<file path="src/rtl/display_value_scheduler_if.sv">
// Sample-in / display-out bundle for the seven-segment value scheduler.
//
// Handshake: there is no back-pressure. sample_valid is a one-cycle strobe
// that the scheduler always accepts (there is no ready). sample is
// meaningful only while sample_valid is high. digits/blank are held levels
// that change only when a conversion commits. busy is high while a
// conversion is in flight.
interface display_value_scheduler_if #(
  parameter int WIDTH = 10
);
  logic signed [WIDTH-1:0] sample;
  logic                    sample_valid;
  logic [15:0]             digits;
  logic [3:0]              blank;
  logic                    busy;

  // Producer side: the accelerometer path drives samples and may observe the display.
  modport master (
    output sample,
    output sample_valid,
    input  digits,
    input  blank,
    input  busy
  );

  // Scheduler side.
  modport slave (
    input  sample,
    input  sample_valid,
    output digits,
    output blank,
    output busy
  );
endinterface

</file>
<file path="src/rtl/display_value_scheduler.sv">
// Rate-limited signed-sample to BCD converter for a four-digit readout.
//
// Incoming samples land in a hold register (latest strobe wins). On each
// update tick, if a fresh sample is waiting, it is captured, converted by
// serial double-dabble (one shift per clock), and committed to the digit
// and blank outputs in a single cycle. Digit 3 carries the sign code
// (4'hA renders a dash), digits 2..0 carry hundreds/tens/ones.
module display_value_scheduler #(
  parameter int WIDTH      = 10,
  parameter int UPDATE_DIV = 5_000_000
) (
  input  logic                          clk,
  input  logic                          rst_n,
  display_value_scheduler_if.slave      bus,
  output logic [1:0]                    state_o
);

  localparam int             CW         = (UPDATE_DIV > 2) ? $clog2(UPDATE_DIV) : 1;
  localparam logic [CW-1:0]  TICK_LAST  = CW'(UPDATE_DIV - 1);
  localparam logic [3:0]     SHIFT_LAST = 4'(WIDTH - 1);
  localparam logic [3:0]     SIGN_NEG   = 4'hA;
  localparam logic [3:0]     SIGN_POS   = 4'h0;

  typedef enum logic [1:0] {
    S_IDLE   = 2'd0,
    S_SHIFT  = 2'd1,
    S_COMMIT = 2'd2
  } state_t;

  state_t                  state_q,  state_d;
  logic [CW-1:0]           cnt_q,    cnt_d;
  logic signed [WIDTH-1:0] hold_q,   hold_d;
  logic                    fresh_q,  fresh_d;
  logic                    sign_q,   sign_d;
  logic [WIDTH-1:0]        mag_q,    mag_d;
  logic [11:0]             bcd_q,    bcd_d;
  logic [3:0]              sh_q,     sh_d;
  logic [15:0]             digits_q, digits_d;
  logic [3:0]              blank_q,  blank_d;
  logic                    busy_q,   busy_d;

  logic                    tick;
  logic                    capture;
  logic [WIDTH:0]          hold_ext;
  logic [11:0]             bcd_adj;

  // Double-dabble correction: a nibble of 5 or more would overflow past 9
  // after the doubling shift, so add 3 beforehand.
  function automatic logic [3:0] dabble(input logic [3:0] n);
    return (n >= 4'd5) ? (n + 4'd3) : n;
  endfunction

  assign tick     = (cnt_q == TICK_LAST);
  assign capture  = (state_q == S_IDLE) && tick && fresh_q;
  // Sign-extend by one bit so negating the most negative value cannot overflow.
  assign hold_ext = {hold_q[WIDTH-1], hold_q};
  assign bcd_adj  = {dabble(bcd_q[11:8]), dabble(bcd_q[7:4]), dabble(bcd_q[3:0])};

  // Next-state and datapath: defaults hold every register, then the FSM overrides.
  always_comb begin
    state_d  = state_q;
    cnt_d    = tick ? '0 : (cnt_q + CW'(1));
    hold_d   = hold_q;
    fresh_d  = fresh_q;
    sign_d   = sign_q;
    mag_d    = mag_q;
    bcd_d    = bcd_q;
    sh_d     = sh_q;
    digits_d = digits_q;
    blank_d  = blank_q;
    busy_d   = busy_q;

    // A capture consumes the pending sample, but a strobe on the same edge
    // re-arms fresh so the newer value shows on the following tick.
    if (capture) begin
      fresh_d = 1'b0;
    end
    if (bus.sample_valid) begin
      hold_d  = bus.sample;
      fresh_d = 1'b1;
    end

    unique case (state_q)
      S_IDLE: begin
        if (capture) begin
          state_d = S_SHIFT;
          sign_d  = hold_q[WIDTH-1];
          // |x| <= 2^(WIDTH-1) < 2^WIDTH, so the top bit of the extended
          // magnitude is always zero and the low WIDTH bits are exact.
          mag_d   = WIDTH'(hold_q[WIDTH-1] ? -hold_ext : hold_ext);
          bcd_d   = '0;
          sh_d    = '0;
          busy_d  = 1'b1;
        end
      end

      S_SHIFT: begin
        // Shift the corrected BCD accumulator and the magnitude as one word,
        // MSB of the magnitude entering the ones nibble.
        {bcd_d, mag_d} = {bcd_adj, mag_q} << 1;
        sh_d           = sh_q + 4'd1;
        if (sh_q == SHIFT_LAST) begin
          state_d = S_COMMIT;
        end
      end

      S_COMMIT: begin
        digits_d = {(sign_q ? SIGN_NEG : SIGN_POS), bcd_q};
        blank_d  = {~sign_q,
                    (bcd_q[11:8] == 4'd0),
                    (bcd_q[11:8] == 4'd0) && (bcd_q[7:4] == 4'd0),
                    1'b0};
        busy_d   = 1'b0;
        state_d  = S_IDLE;
      end

      default: begin
        state_d = S_IDLE;
        busy_d  = 1'b0;
      end
    endcase
  end

  // State register: synchronous reset aborts any conversion and shows "0".
  always_ff @(posedge clk) begin
    if (!rst_n) begin
      state_q  <= S_IDLE;
      cnt_q    <= '0;
      hold_q   <= '0;
      fresh_q  <= 1'b0;
      sign_q   <= 1'b0;
      mag_q    <= '0;
      bcd_q    <= '0;
      sh_q     <= '0;
      digits_q <= 16'h0000;
      blank_q  <= 4'b1110;
      busy_q   <= 1'b0;
    end else begin
      state_q  <= state_d;
      cnt_q    <= cnt_d;
      hold_q   <= hold_d;
      fresh_q  <= fresh_d;
      sign_q   <= sign_d;
      mag_q    <= mag_d;
      bcd_q    <= bcd_d;
      sh_q     <= sh_d;
      digits_q <= digits_d;
      blank_q  <= blank_d;
      busy_q   <= busy_d;
    end
  end

  assign bus.digits = digits_q;
  assign bus.blank  = blank_q;
  assign bus.busy   = busy_q;
  assign state_o    = state_q;

endmodule

</file>
<file path="src/flat_wrapper.sv">
// flat-port wrapper written by rule: the top's interface ports become plain ports
module display_value_scheduler_flat 
#(
  parameter int WIDTH      = 10,
  parameter int UPDATE_DIV = 5_000_000
)
  (clk, rst_n, state_o, bus_sample, bus_sample_valid, bus_digits, bus_blank, bus_busy);
  display_value_scheduler_if #(.WIDTH(WIDTH)) bus_i ();
  input  logic clk;
  input  logic rst_n;
  output logic [1:0] state_o;
  input wire logic [$bits(bus_i.sample)-1:0] bus_sample;
  input wire logic [$bits(bus_i.sample_valid)-1:0] bus_sample_valid;
  output wire logic [$bits(bus_i.digits)-1:0] bus_digits;
  output wire logic [$bits(bus_i.blank)-1:0] bus_blank;
  output wire logic [$bits(bus_i.busy)-1:0] bus_busy;
  assign bus_i.sample = bus_sample;
  assign bus_i.sample_valid = bus_sample_valid;
  assign bus_digits = bus_i.digits;
  assign bus_blank = bus_i.blank;
  assign bus_busy = bus_i.busy;
  display_value_scheduler #(.WIDTH(WIDTH), .UPDATE_DIV(UPDATE_DIV)) u_core (.clk(clk), .rst_n(rst_n), .bus(bus_i), .state_o(state_o));
endmodule
</file>
<file path="config.mk">
export PLATFORM = sky130hd
export DESIGN_NAME = display_value_scheduler_flat
export DESIGN_NICKNAME = d
export VERILOG_FILES = /design/src/rtl/display_value_scheduler_if.sv /design/src/rtl/display_value_scheduler.sv /design/src/flat_wrapper.sv
export SDC_FILE = /design/constraint.sdc
export NUM_CORES = 1
export LEC_CHECK = 0
export CAP_MARGIN = 10
export CORE_ASPECT_RATIO = 1.2
export CORE_MARGIN = 4
export CORE_UTILIZATION = 40
export CTS_CLUSTER_DIAMETER = 60
export DETAILED_ROUTE_END_ITERATION = 7
export SLEW_MARGIN = 20
export SYNTH_ARGS = -nofsm -noshare
export SYNTH_HDL_FRONTEND = slang
export SYNTH_SLANG_ARGS = --single-unit
</file>
<file path="constraint.sdc">
create_clock -name clk -period 4 [get_ports clk]
set_clock_uncertainty 0.05 [all_clocks]
set_input_delay 0.8 -clock clk [delete_from_list [all_inputs] [get_ports clk]]
set_output_delay 0.8 -clock clk [all_outputs]
set_load 0.005 [all_outputs]
</file>
Word-level counts from Yosys, hierarchy flattened --
Cells that the tools add are included.
Storage, ports and cells: output and inout port bits 23, flip-flop bits (word level) 83, input port bits 13, word-level logic and storage cells 60
Cells by class: equality and inequality tests 6, $add $sub $neg 6, bitwise logic cells 3, reduce and logical (&&, ||, !) cells 13, mux-type cells 18, $lt $le $gt $ge 3
Operators with widths (number):
- $pmux W12 S2 | 1
- $add A23 B1 Y23 const B | 1
- $eq A23 B23 Y1 const B | 1
- $mux W10 | 2
- $pmux W10 S2 | 1
- $mux W4 | 4
- $ge A4 B3 Y1 const B | 3
- $mux W12 | 1
- $neg A10 Y10 | 1
- $add A4 B2 Y4 const B | 2
- $logic_not A4 Y1 | 2
- $pmux W4 S2 | 1
- $reduce_and A2 Y1 | 4
- $add A4 B1 Y4 const B | 1
- $eq A4 B4 Y1 const B | 1
- $mux W2 | 2
- $ne A2 B1 Y1 const B | 2
- $pmux W2 S2 | 1
- $reduce_bool A2 Y1 | 2
- $add A3 B2 Y3 const B | 1
- $logic_and A1 B1 Y1 | 3
- $mux W1 | 3
- $mux W3 | 1
- $not A1 Y1 | 3
- other kinds (5) | 5

Longest topological paths before layout --
Gate-level depths: netlist of the first run.
depth after elaboration 5, gate-level depth with buffers 8, gate-level depth less buffers 7

Worst setup path before layout of the first run --
OpenSTA, ideal clock, no wires.
kind input -> register, from input port rst_n, to register u_core.hold_q[0], buffers on the path 3, data required time 3.822 ns, path slack 2.162 ns, cell stages on the path 5, data arrival time 1.661 ns, setup time 0.128 ns, cells stage by stage clkbuf_1 > inv_1 > clkbuf_1 > clkbuf_1 > nor2_1
RTL lines:
- start: declaration | line flat_wrapper.sv:10 | input logic rst_n;
- end signal: assignment | line display_value_scheduler.sv:141 | hold_q <= hold_d;
- end: declaration | line display_value_scheduler.sv:32 | logic signed [WIDTH-1:0] hold_q, hold_d;
No word-level cell between the ends.

Worst setup path in the final report of the first run --
from register u_core.state_q[1], in the netlist u_core.state_o[1], to output port state_o[1]
RTL lines:
- start: declaration | line display_value_scheduler.sv:30 | state_t state_q, state_d;
- start signal: assignment | line display_value_scheduler.sv:139 | state_q <= state_d;
- end: declaration | line flat_wrapper.sv:11 | output logic [1:0] state_o;
No word-level cell between the ends.

==> results_dict.tcl, run 1 <==
set metrics [dict create \
    outcome "finished, final reports clean" \
    async_flop_share 0 \
    port_buffers 32 \
    worstReg2RegEnd "u_core.cnt_q[21]" \
    dieArea_mm2 0.0108 \
    synth.distinct_cells 39 \
    syn_area_per_cell_um2 8.44 \
    grt_overflow_total 0 \
    h-tree-depth 3 \
    final_util 0.473 \
    rows 38 \
    ff2ff_setup_slack_ns 1.81 \
    worstMarginPinSlew_ns 0.968 \
    placed_area_mm2 0.00407 \
    power_density_mw_per_mm2 348 \
    ys_warn_count 0 \
    grt_max_degree 39 \
    vias 3032 \
    cp_cell_sequence "clkdlybuf4s50_1" \
    hp-class "flop to flop" \
    start_util 0.408 \
    grt_pass1_wl_um 13300 \
    rr_worst_depth 6 \
    wl_um 7250 \
    post-route-drc-count 0 \
    synth_edf_count 0 \
    antenna_found_initial 0 \
    layout-drive-gt1-share 0.0584 \
    max_slew_margin 0.354 \
    cpPeakStageDelay_ns 0.56 \
    dr.pass1.iters 4 \
    clk_pin_slew_ns 0.08 \
    fillers 922 \
    path_delay_family "buffers and inverters" \
    dieHeight_um 113 \
    max_cap_violations 0 \
    p_leak_nw 1.54 \
    placed_cells 566 \
    path_class "flop to primary output" \
    via_per_inst 5.21 \
    die_w_um 95.7 \
    dp.final_hpwl_um 4940 \
    ir_drop_uv 178 \
    path_depth 1 \
    cp-start-kind "flop" \
    path_max_fanout 8 \
    crit_path_top_delay_cell "clkdlybuf4s50_1" \
    path_buf_inv 1 \
    drtIter0Drc 130 \
    cts_hold_buf 0 \
    clock_sinks 80 \
    ys_seq_area_frac 0.434 \
    rsz0062_at_grt "false" \
    max_freq_mhz 446 \
    synthesis.area_mm2 0.00369 \
    gp_congestion 0.777 \
    cts_inserted_buffers 9 \
    worstPathArrival_ns 1.39 \
    crit_path_end "state_o[1]" \
    core_mm2 0.00903 \
    track_usage 0.148 \
    report.final.hold_viol_count 0 \
    cts_tree "built" \
    syn2layout_area_growth_pct 15.9 \
    num_io_pins 36 \
    cts_root_buf "clkbuf_8" \
    clockBufferDepth 2 \
    synthCells 437 \
    finalNetCount 481 \
    required_ns 3.15 \
    layout_common_cells "80 x dfxtp_1, 49 x nand2_1, 49 x nor2_1, 40 x nand3_1, 32 x clkdlybuf4s50_1" \
    setup_viol 0 \
    cts-resized-gates 0 \
    final_common_cell "dfxtp_1" \
    wl_per_cell_um 12.5 \
    cts_setup_buffers 0 \
    n_antenna_cell 0 \
    period_minus_slack_ns 2.24 \
    clk_latency_ns 0.35 \
    slew_viol_final 0 \
    fin_cells 582 \
    ys.flop_type "dfxtp_1" \
    cp-end-kind "primary output" \
    grt_pass1_vias 3034 \
    setup_tns_ns 0 \
    worstReg2RegStart "u_core.cnt_q[0]" \
    startpoint "u_core.state_o[1]" \
    final_cell_area_mm2 0.00427 \
    detail-route-antenna-nets 0 \
    synth_seq_cells 80 \
    finalCritPeriodShare 0.560 \
]
-- power breakdown --
group	switching, W	internal, W	leakage [nW]	total (W)
clock	0.000301	0.000308	0.0989	0.000608
sequential	0.0000118	0.000805	0.647	0.000817
combinational	0.0000331	0.0000309	0.789	0.0000640
-- metrics by stage --
stage / total power, W / setup slack, ns / hold slack [ns]
2_1_floorplan: 0.000880 / 2.16 / 0.382
3_3_place_gp: 0.000899 / 1.51 / 0.397
3_5_place_dp: 0.000901 / 1.49 / 0.401
4_1_cts: 0.00151 / 1.73 / 0.411
5_1_grt: 0.00155 / 1.53 / 0.432
6_report: 0.00149 / 1.76 / 0.407
-- final cells by class --
class | instances | area, um2 | area share
Timing Repair Buffer | 37 | 358 | 0.0837
Clock buffer | 10 | 138 | 0.0322
Sequential cell | 80 | 1600 | 0.375
Inverter | 10 | 37.5 | 0.00878
Clock inverter | 6 | 67.6 | 0.0158
Multi-Input combinational cell | 319 | 1920 | 0.450
Tap cell | 120 | 150 | 0.0351
-- cells by family (layout without fill, tap and decap cells) --
kind of cell | count (synthesis) | after routing | share of synthesized area
buffers and inverters | 40 | 63 | 0.0468
multiplexers | 14 | 14 | 0.0380
adder cells (fa/ha/maj) | 11 | 11 | 0.0373
AND/OR/NAND/NOR | 208 | 208 | 0.284
flip-flops | 80 | 80 | 0.434
AO/OA/AOI/OAI | 50 | 50 | 0.0807
XOR/XNOR | 33 | 33 | 0.0784
other | 1 | 3 | 0.00102
-- Yosys cell counts (3+ instances only) --
| library cell | count | area share |
|---|---|---|
| ha_1 | 11 | 0.037 |
| nor3_1 | 4 | 0.0054 |
| o21a_1 | 4 | 0.0081 |
| nand2_1 | 49 | 0.050 |
| nor2_1 | 49 | 0.050 |
| xor2_1 | 20 | 0.047 |
| nand2b_1 | 6 | 0.010 |
| nand3_1 | 40 | 0.054 |
| or3_1 | 7 | 0.012 |
| mux2i_1 | 14 | 0.038 |
| xnor2_1 | 13 | 0.031 |
| nor4_2 | 3 | 0.010 |
| a21boi_0 | 3 | 0.0061 |
| a31oi_1 | 3 | 0.0051 |
| buf_4 | 4 | 0.0081 |
| and3_1 | 6 | 0.010 |
| nor4b_1 | 6 | 0.014 |
| nor2b_1 | 4 | 0.0068 |
| inv_1 | 10 | 0.010 |
| buf_1 | 5 | 0.0051 |
| buf_2 | 6 | 0.0081 |
| dfxtp_1 | 80 | 0.43 |
| a21oi_1 | 25 | 0.034 |
| o21ai_0 | 7 | 0.0095 |
| clkbuf_1 | 15 | 0.015 |
| nand4_1 | 23 | 0.039 |
-- tightest hold or removal path: stages (launching register included) --
cell,delay (ns)
dfxtp_1,0.31
nand2_1,0.05
a21oi_1,0.05
-- how the worst min path moves through the flow --
stage | startpoint | end | slack (ns) | depth (start not counted)
floorplan | u_core.mag_q[9] | u_core.bcd_q[0] | 0.38 | 2
global placement | u_core.mag_q[9] | u_core.bcd_q[0] | 0.40 | 2
detailed placement | u_core.bus.digits[6] | u_core.bus.digits[6] | 0.40 | 2
CTS | u_core.mag_q[9] | u_core.bcd_q[0] | 0.41 | 2
global route | u_core.bus.digits[1] | u_core.bus.digits[1] | 0.43 | 2
finish | u_core.bus.digits[1] | u_core.bus.digits[1] | 0.41 | 2
-- layer usage --
| metal | up-vias | part of all wire | track usage |
|---|---|---|---|
| li1 | 1537 | - | - |
| met1 | 1448 | 0.49 | 0.186 |
| met2 | 42 | 0.47 | 0.250 |
| met3 | 5 | 0.026 | 0.0332 |
| met4 | 0 | 0.0098 | 0.0484 |
| met5 | - | 0 | 0 |
-- registers in the layout (all words and copies together), names as in the netlist, 2 cells and up --
signal and count:
u_core.state_o 2, u_core.sh_q 4, u_core.hold_q 10, u_core.bcd_q 12, u_core.cnt_q 23, u_core.bus.blank 3
u_core.mag_q 10, u_core.bus.digits 13
Power figures use the tool's default switching activity.
==> inputs of run 2 (changes only) <==
==> constraint.sdc (replaced) <==
create_clock -name clk -period 2.3 [get_ports clk]
set_clock_uncertainty 0.05 [all_clocks]
set_input_delay 0.46 -clock clk [delete_from_list [all_inputs] [get_ports clk]]
set_output_delay 0.46 -clock clk [all_outputs]
set_load 0.005 [all_outputs]
==> run 2 against run 1 <==
Flip-flop and latch count unchanged. Hold slack got worse by 0.0024 ns. Largest power group unchanged. Highest routed layer unchanged. Die area unchanged. Largest cell class unchanged. Critical path type is now flop to flop.
==> results_dict.tcl, run 2 (synthesized netlist as in run 1, its figures left out) <==
set metrics [dict create \
    outcome "finished, final reports clean" \
    vias 3041 \
    report.final.hold_viol_count 0 \
    antenna_found_initial 0 \
    path_max_fanout 32 \
    h-tree-depth 3 \
    finalNetCount 490 \
    wl_um 7670 \
    routed.top_layer "met4" \
    max_slew_margin 0.542 \
    layout-drive-gt1-share 0.0723 \
    cp_cell_sequence "ha_1 -> nand2_1 -> nor4_2 -> nand4_1 -> buf_4 -> or3_1 -> nand3_1" \
    via_per_inst 5.15 \
    track_usage 0.153 \
    cts_tree "built" \
    detail-route-antenna-nets 0 \
    dieArea_mm2 0.0108 \
    cpPeakStageDelay_ns 0.41 \
    worstMarginPinSlew_ns 0.681 \
    grt_pass1_vias 2937 \
    clk_latency_ns 0.35 \
    cts_hold_buf 0 \
    clk_pin_slew_ns 0.08 \
    dp.final_hpwl_um 5250 \
    final_common_cell "dfxtp_1" \
    final_util 0.482 \
    path_buf_inv 1 \
    cts_inserted_buffers 9 \
    path_delay_family "simple AND/OR/NAND/NOR gates" \
    wl_met1_um 3710 \
    setup_tns_ns 0 \
    max_freq_mhz 479 \
    power_density_mw_per_mm2 600 \
    grt_overflow_total 0 \
    cts_root_buf "clkbuf_8" \
    required_ns 2.55 \
    gp_congestion 0.746 \
    period_minus_slack_ns 2.09 \
    worstPathArrival_ns 2.34 \
    clockBufferDepth 2 \
    rsz0062_at_grt "false" \
    ir_drop_uv 349 \
    dr.pass1.iters 4 \
    largest_register "u_core.cnt_q" \
    dieHeight_um 113 \
    hp-class "flop to flop" \
    finalCritPeriodShare 0.908 \
    die_w_um 95.7 \
    cp-start-kind "flop" \
    slew_viol_final 0 \
    wl_met3_um 219 \
    cp-end-kind "flop" \
    grt_max_degree 33 \
    wl_per_cell_um 13.0 \
    post-route-drc-count 0 \
    largest_register_ffs 23 \
    cts_setup_buffers 0 \
    start_util 0.408 \
    wl_met2_um 3540 \
    syn2layout_area_growth_pct 18.1 \
    n_antenna_cell 0 \
    path_class "flop to flop" \
    rows 38 \
    layout_common_cells "80 x dfxtp_1, 49 x nand2_1, 49 x nor2_1, 40 x nand3_1, 32 x clkdlybuf4s50_1" \
    num_io_pins 36 \
    cts-resized-gates 0 \
    setup_viol 0 \
    p_leak_nw 1.59 \
    clock_sinks 80 \
    drtIter0Drc 102 \
    max_cap_violations 0 \
    core_mm2 0.00903 \
    port_buffers 32 \
    crit_path_top_delay_cell "or3_1" \
    grt_pass1_wl_um 13300 \
]
[run 2: layer usage]
layer / up-vias / GRT usage
met1: 1431 / 0.196
met5: - / 0
met2: 38 / 0.241
met3: 14 / 0.0286
li1: 1558 / -
met4: 0 / 0.0806
[run 2: worst paths after layout]
check | endpoint | startpoint | slack [ns] | cells past startpoint
hold reg to reg | u_core.bus.digits[4] | u_core.bus.digits[4] | 0.40 | 2
hold / removal | u_core.bus.digits[4] | u_core.bus.digits[4] | 0.40 | 2
setup / recovery | u_core.mag_q[5] | u_core.cnt_q[0] | 0.21 | 7
setup reg to reg | u_core.mag_q[5] | u_core.cnt_q[0] | 0.21 | 7
[run 2: cell type report]
cell class                      instances  area (um2)
Clock buffer                           13         169
Clock inverter                          2        37.5
Fill cell                             899        4680
Inverter                               10        37.5
Multi-Input combinational cell        319        1920
Sequential cell                        80        1600
Tap cell                              120         150
Timing Repair Buffer                   46         438
[run 2: worst reg2reg max path: stages (launching register included)]
cell,delay (ns)
dfxtp_1,0.39
ha_1,0.23
nand2_1,0.13
nor4_2,0.35
nand4_1,0.13
buf_4,0.26
or3_1,0.42
nand3_1,0.08
[run 2: metrics by stage]
step	cell area (um2)	hold WS, ns	power, W	setup slack (ns)	cells
global route	4360	0.437	0.00273	0.0361	590
floorplan	3700	0.382	0.00153	0.538	439
detailed placement	4150	0.397	0.00158	0.257	575
CTS	4360	0.408	0.00265	0.231	590
finish	4360	0.405	0.00261	0.210	590
global placement	4150	0.396	0.00158	0.320	575
[run 2: power breakdown]
part | internal (W) | leakage, nW | total (W) | switching (W)
clock | 0.000585 | 0.102 | 0.00107 | 0.000482
sequential | 0.00140 | 0.647 | 0.00142 | 0.0000208
combinational | 0.0000609 | 0.840 | 0.000123 | 0.0000621
total | 0.00205 | 1.59 | 0.00261 | 0.000565
==> RTL edit (flow settings as in run 2) <==
`WIDTH` is set to 10 in 3 places; all go to 14.
--- a/src/rtl/display_value_scheduler_if.sv
+++ b/src/rtl/display_value_scheduler_if.sv
@@ -7,5 +7,5 @@
 // conversion is in flight.
 interface display_value_scheduler_if #(
-  parameter int WIDTH = 10
+  parameter int WIDTH = 14
 );
   logic signed [WIDTH-1:0] sample;
--- a/src/rtl/display_value_scheduler.sv
+++ b/src/rtl/display_value_scheduler.sv
@@ -7,5 +7,5 @@
 // (4'hA renders a dash), digits 2..0 carry hundreds/tens/ones.
 module display_value_scheduler #(
-  parameter int WIDTH      = 10,
+  parameter int WIDTH      = 14,
   parameter int UPDATE_DIV = 5_000_000
 ) (
--- a/src/flat_wrapper.sv
+++ b/src/flat_wrapper.sv
@@ -2,5 +2,5 @@
 module display_value_scheduler_flat 
 #(
-  parameter int WIDTH      = 10,
+  parameter int WIDTH      = 14,
   parameter int UPDATE_DIV = 5_000_000
 )
Interface: changed (resized bus_sample); port bits go from 36 to 40. The function was not compared with the original's and may differ.
==> RTL edit against run 2 <==
Final cell count up 8.3%; area after synthesis up 13%; core utilization up 0.91 points; sequential cell count up 8; largest power group is now the clock network; sequential power up 11%; largest cell class unchanged; sequential share of layout area down 1.3 points; via count up 8.4%; power up 32%; cell area up 14%; wire length up 6.4%; worst setup slack better by 0.011 ns; critical path type unchanged; non-clock buffer count unchanged.
==> RTL edit: results (changes against run 2) <==
CTS
  – Worst-Skew Late Latency: around 0.34 ns
  – H-tree depth reported by CTS: 3 (unchanged)
  – Clock buffer depth: 2 (unchanged)
  – Num CTS Buffers: 9 (unchanged)
  – Clk slew on worst S/H paths: 0.06 ns (was 0.08 ns)
  – Clock Tree Root: clkbuf_16 (was clkbuf_8)
  – # resized after CTS: 0 (unchanged)
  – Setup Buffers After CTS: 0 (unchanged)

Place
  – Port Buf Inserts: 36 (was 32)
  – RePlAce Congestion: 0.795 (was 0.746)
  – Detailed Place HPWL: 5.61 mm (was 5.25 mm)

Power
  – Worst vdd ir: 0.340 mV (was 0.349 mV)
  – LEAKAGE: 1.81 nW (was 1.59 nW)

Hold path
  – Min-Delay Path Class: reg2reg (unchanged)
  – Worst Hold Path EP: u_core.bus.digits[3] (was u_core.bus.digits[4])
  – Origin of the worst min-delay path: u_core.bus.digits[3] (was u_core.bus.digits[4])
  – WHS Path Cells: 2 (unchanged)

Timing
  – Relative slew slack: 62.1% (was 54.2%)
  – Fin Setup TNS: 0 ns (unchanged)

Synth
  – Synth area leaders: dfxtp_1 42%, nand2_1 5.6%, xor2_1 5.0%, nand3_1 4.3%, a21boi_0 4.3% (was dfxtp_1 43%, nand3_1 5.4%, nand2_1 5.0%, nor2_1 5.0%, xor2_1 4.7%)
  – Register area share after synthesis: 42.3% (was 43.4%)
  – Synth top cells by count: 88 x dfxtp_1, 62 x nand2_1, 36 x nand3_1, 34 x nor2_1 (was 80 x dfxtp_1, 49 x nand2_1, 49 x nor2_1, 40 x nand3_1, 25 x a21oi_1)
  – Async S/R FF share, synth: 0% (unchanged)
  – Yosys warns: 0 (unchanged)
  – Netlist cell types: 51 (was 39)
  – Dominant synthesized flop cell: dfxtp_1 (unchanged)

Layout
  – Final nets: 536 (was 490)
  – Registers with the most flip-flops: u_core.cnt_q: 23 flops, u_core.hold_q: 14 flops, u_core.mag_q: 14 flops
  – Layout cells sized above 1: 6.82% (was 7.23%)
  – Layout fillers: 992 (was 899)
  – # diodes: 0 (unchanged)

Worst setup path
  – R2R setup slack: between 0.2 and 0.25 ns
  – Reg2reg end: u_core.mag_q[6] (was u_core.mag_q[5])
  – Cells on worst reg2reg path: 6 (was 7)
  – Crit path max fanout: 26 (was 32)
  – Data arrival, critical path: 2.27 ns (was 2.34 ns)
  – Worst reg2reg startpoint: u_core.cnt_q[0] (unchanged)

Status
  – Status: complete, no violations (unchanged)

Drt
  – Drt pass-1 iters: 4 (unchanged)
  – Vias: 3296 (was 3041)
  – DR iter-0 viols: 87 (was 102)
  – Final WL: 8.16 mm (was 7.67 mm)
  – Drt drc: 0 (unchanged)

Global route
  – Number of global-route vias before repair: 3109 (was 2937)
  – Initial antenna violation count: 0 (unchanged)
  – GRT Total Usage: 14.2% (was 15.3%)
  – Largest net degree at the start of global routing: 27 (was 33)
  – First-pass GRT wire length: 14.1 mm (was 13.3 mm)
## RTL edit: cell families after synthesis
kind of cell | synth area share (%)
AO/OA/AOI/OAI | 11.0
flip-flops | 42.3
other | 0.0899
multiplexers | 4.38
buffers and inverters | 4.59
adder cells (fa/ha/maj) | 3.30
XOR/XNOR | 7.56
AND/OR/NAND/NOR | 26.8
## RTL edit: layout make-up
type                            instances  area share, %
Clock inverter                          5           2.07
Clock buffer                           11           5.09
Tap cell                              126           3.17
Multi-Input combinational cell        353           44.8
Timing Repair Buffer                   46           8.67
Inverter                               10          0.756
Sequential cell                        88           35.5
## RTL edit: worst max-delay path, stage by stage (launching register included)
cell      delay [ns]
dfxtp_1         0.39
ha_1            0.26
nand2_1         0.13
nor4_4          0.39
nand2_4         0.24
or3_1           0.43
o311ai_1        0.10
## RTL edit: where the power goes
part,total [mW],switching [mW],leakage (nW),internal [mW]
logic,0.159,0.0747,0.926,0.0845
registers,1.57,0.0257,0.712,1.54
clock network,1.71,0.588,0.172,1.12
## RTL edit: routing by layer
metal	up-vias	part of all wire, %	global-route usage [%]
li1	1718	-	-
met1	1519	49	18.0
met2	49	46	23.2
met3	10	3.9	3.37
met4	0	1.8	5.49
met5	-	0	0
## RTL edit: worst max path at each step
stage | slack (ns) | cells past startpoint | start | end
2_1_floorplan | 0.43 | 6 | u_core.cnt_q[15] | u_core.sh_q[3]
3_3_place_gp | 0.29 | 5 | u_core.cnt_q[15] | u_core.mag_q[7]
3_5_place_dp | 0.22 | 6 | u_core.cnt_q[0] | u_core.mag_q[7]
4_1_cts | 0.18 | 6 | u_core.cnt_q[0] | u_core.mag_q[6]
5_1_grt | 0.003 | 6 | u_core.cnt_q[0] | u_core.mag_q[7]
6_report | 0.22 | 6 | u_core.cnt_q[0] | u_core.mag_q[6]
## RTL edit: through the flow
stage          std cells  utilization [%]  setup slack [ns]  area (sq um)  hold slack, ns
2_1_floorplan        481                -             0.434          4180           0.382
3_3_place_gp         623             45.6             0.290          4610           0.391
3_5_place_dp         623             45.6             0.217          4610           0.407
4_1_cts              639             49.1             0.179          4970           0.416
5_1_grt              639             49.1           0.00340          4970           0.436
6_report             639             49.1             0.221          4970           0.410
